<file path="config.mk">
export PLATFORM = sky130hd
export DESIGN_NAME = mux4_rr_arbiter
export DESIGN_NICKNAME = d
export VERILOG_FILES = /design/src/rtl/mux4_rr_arbiter.sv
export SDC_FILE = /design/constraint.sdc
export NUM_CORES = 1
export LEC_CHECK = 0
export ABC_AREA = 1
export ABC_CLOCK_PERIOD_IN_PS = 4500
export CORE_MARGIN = 5
export CORE_UTILIZATION = 39
export DETAILED_ROUTE_END_ITERATION = 6
export PLACE_DENSITY = 0.87
export SETUP_SLACK_MARGIN = 0.4
export SLEW_MARGIN = 15
export SYNTH_ARGS = -nofsm -noshare
export SYNTH_HDL_FRONTEND = slang
export SYNTH_SLANG_ARGS = --single-unit
</file>
<file path="constraint.sdc">
create_clock -name clk -period 4.5 [get_ports clk]
set_input_delay 1.35 -clock clk [delete_from_list [all_inputs] [get_ports clk]]
set_output_delay 1.35 -clock clk [all_outputs]
set_load 0.005 [all_outputs]
</file>
<file path="src/rtl/mux4_rr_arbiter.sv">
// Round-robin arbiter for four valid/ready/last streams sharing one 4:1 mux.
// A grant is held until the granted requester's last beat transfers.
module mux4_rr_arbiter #(
  parameter int WIDTH = 8
) (
  input  logic               clk,
  input  logic               rst,
  input  logic [3:0]         req_valid,
  input  logic [3:0]         req_last,
  input  logic [4*WIDTH-1:0] req_data,
  output logic [3:0]         req_ready,
  output logic               out_valid,
  output logic [WIDTH-1:0]   out_data,
  output logic               out_last,
  input  logic               out_ready,
  output logic [1:0]         sel,
  output logic [3:0]         grant,
  output logic               busy
);

  typedef enum logic [0:0] {
    IDLE  = 1'b0,
    GRANT = 1'b1
  } state_t;

  state_t     state_r, state_s;
  logic [1:0] ptr_r, ptr_s;
  logic [1:0] sel_r, sel_s;
  logic [3:0] grant_r, grant_s;
  logic       busy_r, busy_s;
  logic [1:0] winner_s;
  logic       xfer_s;

  // Rotate requests so ptr lands on bit 0, take the lowest set bit, rotate back.
  function automatic logic [1:0] rr_pick(input logic [3:0] req, input logic [1:0] ptr);
    logic [7:0] dbl;
    logic [3:0] rot;
    logic [1:0] k;
    dbl = {req, req} >> ptr;
    rot = dbl[3:0];
    if (rot[0]) begin
      k = 2'd0;
    end else if (rot[1]) begin
      k = 2'd1;
    end else if (rot[2]) begin
      k = 2'd2;
    end else begin
      k = 2'd3;
    end
    return ptr + k;
  endfunction

  assign sel      = sel_r;
  assign grant    = grant_r;
  assign busy     = busy_r;
  assign winner_s = rr_pick(req_valid, ptr_r);
  assign xfer_s   = out_valid && out_ready;

  // Output mux and handshake steering toward the granted requester.
  always_comb begin
    out_data  = req_data[sel_r*WIDTH +: WIDTH];
    out_last  = req_last[sel_r];
    out_valid = 1'b0;
    req_ready = 4'b0000;
    if (state_r == GRANT) begin
      out_valid        = req_valid[sel_r];
      req_ready[sel_r] = out_ready;
    end else begin
      out_valid = 1'b0;
      req_ready = 4'b0000;
    end
  end

  // Next-state logic: grant on any request, release only on an accepted last beat.
  always_comb begin
    state_s = state_r;
    ptr_s   = ptr_r;
    sel_s   = sel_r;
    grant_s = grant_r;
    busy_s  = busy_r;
    case (state_r)
      IDLE: begin
        if (|req_valid) begin
          state_s = GRANT;
          sel_s   = winner_s;
          grant_s = 4'b0001 << winner_s;
          busy_s  = 1'b1;
        end else begin
          state_s = IDLE;
        end
      end
      GRANT: begin
        if (xfer_s && out_last) begin
          state_s = IDLE;
          grant_s = 4'b0000;
          busy_s  = 1'b0;
          ptr_s   = sel_r + 2'd1;
        end else begin
          state_s = GRANT;
        end
      end
      default: begin
        state_s = IDLE;
        ptr_s   = 2'd0;
        sel_s   = 2'd0;
        grant_s = 4'b0000;
        busy_s  = 1'b0;
      end
    endcase
  end

  // State registers; reset wins over any transfer in the same cycle.
  always_ff @(posedge clk) begin
    if (rst) begin
      state_r <= IDLE;
      ptr_r   <= 2'd0;
      sel_r   <= 2'd0;
      grant_r <= 4'b0000;
      busy_r  <= 1'b0;
    end else begin
      state_r <= state_s;
      ptr_r   <= ptr_s;
      sel_r   <= sel_s;
      grant_r <= grant_s;
      busy_r  <= busy_s;
    end
  end

endmodule

</file>
==> load_flow_metrics.sql, run 1 <==
INSERT INTO impl_metrics (metric_group, metric, value, unit) VALUES
('run_status', 'run_status', 'completed', ''),
('placement', 'buffer_ports.inserted', '63', ''),
('global_route', 'grt_start_max_net_pins', '25', ''),
('min_path', 'hold-path-cell-count', '2', ''),
('finish', 'area_delta_synth_final', '65.5', '%'),
('pwr', 'p_sw', '125', 'µW'),
('die', 'fp.coreArea', '2480', 'µm²'),
('setup_path', 'critical_path_arrival', '2640', 'ps'),
('timing', 'fmaxAchievable', '251', 'MHz'),
('timing', 'worst_slew_margin_rel', '0.539', ''),
('global_route', 'grt_antenna_before_repair', '0', ''),
('global_route', 'global_route.overflow_total', '0', ''),
('yosys', 'synth.lib_cells_used.distinct', '28', ''),
('clock_tree', 'post-cts-setup-buffer-count', '0', ''),
('pwr', 'power_switching_share', '0.333', ''),
('run', 'drv.max_cap_violation_count', '0', ''),
('timing', 'report.final.slew_viol_count', '0', ''),
('setup_path', 'ff2ff_path_depth', '8', ''),
('timing', 'final.period_utilization', '0.886', ''),
('placement', 'dpl.hpwl', '2430', 'µm'),
('global_route', 'grt_first_pass_wirelength', '4750', 'µm'),
('pwr', 'max-vdd-ir-drop', '0.227', 'mV'),
('clock_tree', 'cts_max_path_buffers', '2', ''),
('pwr', 'totalPowerFinal', '374', 'µW'),
('min_path', 'hold_class', 'flop to flop', ''),
('yosys', 'largest_cells_by_area_after_synthesis', 'sky130_fd_sc_hd__dfxtp_1 20%, sky130_fd_sc_hd__nand2_1 10%, sky130_fd_sc_hd__o21ai_0 9.0%', ''),
('yosys', 'synth_seq_cells', '10', ''),
('die', 'row_count', '18', ''),
('yosys', 'synthSimpleGateAreaFrac', '0.380', ''),
('clock_tree', 'clkTransAtPathRegs', '70', 'ps'),
('yosys', 'synth-seq-area-share', '0.200', ''),
('clock_tree', 'cts_num_sinks', '10', ''),
('die', 'floorplan.initialDensity', '0.405', ''),
('yosys', 'synth_fp_nets', '207', ''),
('die', 'die_h', '60.7', 'µm'),
('clock_tree', 'post_cts_hold_buffer_count', '0', ''),
('die', 'die_w', '60.7', 'µm'),
('yosys', 'synth.largest_area_cell', 'sky130_fd_sc_hd__dfxtp_1', ''),
('setup_path', 'worst-endpoint-required', '3150', 'ps'),
('setup_path', 'path_max_fanout', '1', ''),
('finish', 'antennaDiodeCount', '0', ''),
('pwr', 'pwr-share-seq', '0.280', ''),
('yosys', 'synth-xor-area-share', '0', ''),
('clock_tree', 'tritoncts_buffer_count', '3', ''),
('timing', 'period_minus_slack', '3990', 'ps'),
('placement', 'detailedPlace.worstSlack', '315', 'ps'),
('die', 'fp.dieArea', '3690', 'µm²'),
('setup_path', 'cp-end-kind', 'primary output', ''),
('yosys', 'synthesis.instances', '159', ''),
('clock_tree', 'clock_tree_from_tritoncts', 'built', ''),
('timing', 'final.setup_skew', '0.333', 'ps'),
('yosys', 'synth_compound_gate_area_share', '0.236', ''),
('routing', 'route.detailed.wl_per_inst', '12.4', 'µm'),
('yosys', 'synth-adder-area-share', '0.0623', ''),
('timing', 'finalHoldViolations', '0', ''),
('yosys', 'combinational_family_with_the_most_area_after_synthesis', 'simple AND/OR/NAND/NOR gates', ''),
('yosys', 'yosysWarningCount', '0', ''),
('placement', 'replace_congestion', '0.847', ''),
('setup_path', 'worst_setup_path_start_kind', 'primary input', ''),
('timing', 'worstMarginPinSlew', '691', 'ps'),
('timing', 'hold_ws', '484', 'ps'),
('pwr', 'power_density', '225', 'nW/µm²'),
('yosys', 'post-synth-top-area-fraction', '0.200', ''),
('clock_tree', 'clk_root_buffer_cell', 'sky130_fd_sc_hd__clkbuf_4', ''),
('pwr', 'combPwrFrac', '0.503', ''),
('pwr', 'internal_power', '250', 'µW'),
('routing', 'vias', '1232', ''),
('routing', 'post-route-drc-count', '0', ''),
('timing', 'final.setup.tns', '0', 'ps'),
('routing', 'ant_nets', '0', ''),
('yosys', 'syn_area', '1000', 'µm²');
==> critical path: stages <==
cell and delay [ps]:
sky130_fd_sc_hd__clkdlybuf4s50_1 460, sky130_fd_sc_hd__o21ai_0 70, sky130_fd_sc_hd__o22ai_1 220, sky130_fd_sc_hd__clkdlybuf4s50_1 530
==> layer usage <==
| layer | global-route usage | routed length, µm | vias to the layer above |
|---|---|---|---|
| li1 | - | - | 647 |
| met2 | 0.328 | 1600 | 31 |
| met4 | 0.0464 | 30 | 0 |
| met5 | 0 | 0 | - |
| met1 | 0.183 | 1260 | 550 |
| met3 | 0.0362 | 178 | 4 |
==> synth_stat cells <==
library cell	number
sky130_fd_sc_hd__ha_1	5
sky130_fd_sc_hd__buf_1	1
sky130_fd_sc_hd__nor2_1	23
sky130_fd_sc_hd__o22ai_1	8
sky130_fd_sc_hd__nand4_1	1
sky130_fd_sc_hd__a21oi_1	8
sky130_fd_sc_hd__nor2_2	1
sky130_fd_sc_hd__nor2_4	1
sky130_fd_sc_hd__o21ai_0	18
sky130_fd_sc_hd__dfxtp_1	10
sky130_fd_sc_hd__nand2_2	4
sky130_fd_sc_hd__a21oi_2	1
sky130_fd_sc_hd__buf_6	2
sky130_fd_sc_hd__o21ai_1	1
sky130_fd_sc_hd__nand3_1	14
sky130_fd_sc_hd__o21ai_2	1
sky130_fd_sc_hd__a211oi_1	1
sky130_fd_sc_hd__inv_2	2
sky130_fd_sc_hd__buf_2	4
sky130_fd_sc_hd__o21bai_4	1
sky130_fd_sc_hd__o31ai_1	1
sky130_fd_sc_hd__nand2_4	3
sky130_fd_sc_hd__nand3_4	1
sky130_fd_sc_hd__inv_6	1
sky130_fd_sc_hd__nand3_2	2
sky130_fd_sc_hd__nand2_1	28
sky130_fd_sc_hd__inv_1	14
sky130_fd_sc_hd__clkbuf_1	2
==> final timing paths <==
check | to | start | slack, ps
setup / recovery | out_data[5] | req_data[21] | 510
hold / removal | grant[3] | grant[3] | 480
setup reg to reg | grant[0] | ptr_r[0] | 2590
hold reg to reg | grant[3] | grant[3] | 480
==> cell type report <==
cell class | count | area (µm²)
multi-input cells | 123 | 681
flip-flops and latches | 10 | 200
fillers | 222 | 817
well taps | 30 | 37.5
clock buffers | 4 | 36.3
inverters | 17 | 68.8
repair buffers | 64 | 637
==> cells in the final DEF (no fill, tap or decap), drive strengths merged <==
cell type      count
clkbuf             4
dfxtp             10
dlygate4sd2        3
o21bai             1
dlymetal6s2s       1
nand4              1
nand2             35
clkdlybuf4s50     59
o31ai              1
o21ai             20
buf                1
a211oi             1
nor2              25
a21oi              9
o22ai              8
nand3             17
ha                 5
inv               17
==> repair_timing <==
item                                    in CTS  in global routing
endpoints found under the hold margin        0                  0
endpoints found under the setup margin       1                  1
gates resized for setup                      3                  1
==> power by group through the flow <==
stage	logic (µW)	clock network, µW	registers (µW)
5_1_grt	208	89.0	106
4_1_cts	190	83.4	105
3_3_place_gp	189	0	107
2_1_floorplan	95.1	0	105
6_report	188	81.1	105
3_5_place_dp	190	0	107
==> cell families after synthesis <==
family | after synthesis
AOI/OAI and AO/OA | 40
adders and majority gates | 5
buffers and inverters | 26
DFF | 10
and+or+nand+nor | 78
==> flip-flops by register name, summed over array words and instances (netlist names) <==
name and cells:
sel 2, grant 4, ptr_r 2, state_r 1, busy 1
==> metrics by stage <==
step / area [µm²] / cells / utilization
detailed placement: 1630 / 244 / 0.656
CTS: 1660 / 248 / 0.669
global placement: 1630 / 244 / 0.656
global route: 1660 / 248 / 0.670
floorplan: 1000 / 159 / -
finish: 1660 / 248 / 0.670
No activity file was read; power rests on OpenSTA's default activity.
==> inputs of run 2 (changes only) <==
--- a/config.mk
+++ b/config.mk
@@ -6,7 +6,6 @@
 export NUM_CORES = 1
 export LEC_CHECK = 0
 export ABC_AREA = 1
-export ABC_CLOCK_PERIOD_IN_PS = 4500
 export CORE_MARGIN = 5
 export CORE_UTILIZATION = 39
 export DETAILED_ROUTE_END_ITERATION = 6
==> results of run 2 <==
Final layout, timing and power as in run 1 (identical DEF).
==> inputs of run 3 (changes only) <==
--- a/config.mk
+++ b/config.mk
@@ -6,6 +6,7 @@
 export NUM_CORES = 1
 export LEC_CHECK = 0
 export ABC_AREA = 1
+export ABC_CLOCK_PERIOD_IN_PS = 4500
 export CORE_MARGIN = 5
 export CORE_UTILIZATION = 39
 export DETAILED_ROUTE_END_ITERATION = 6
==> results of run 3 <==
Final layout, timing and power as in run 1 (identical DEF).
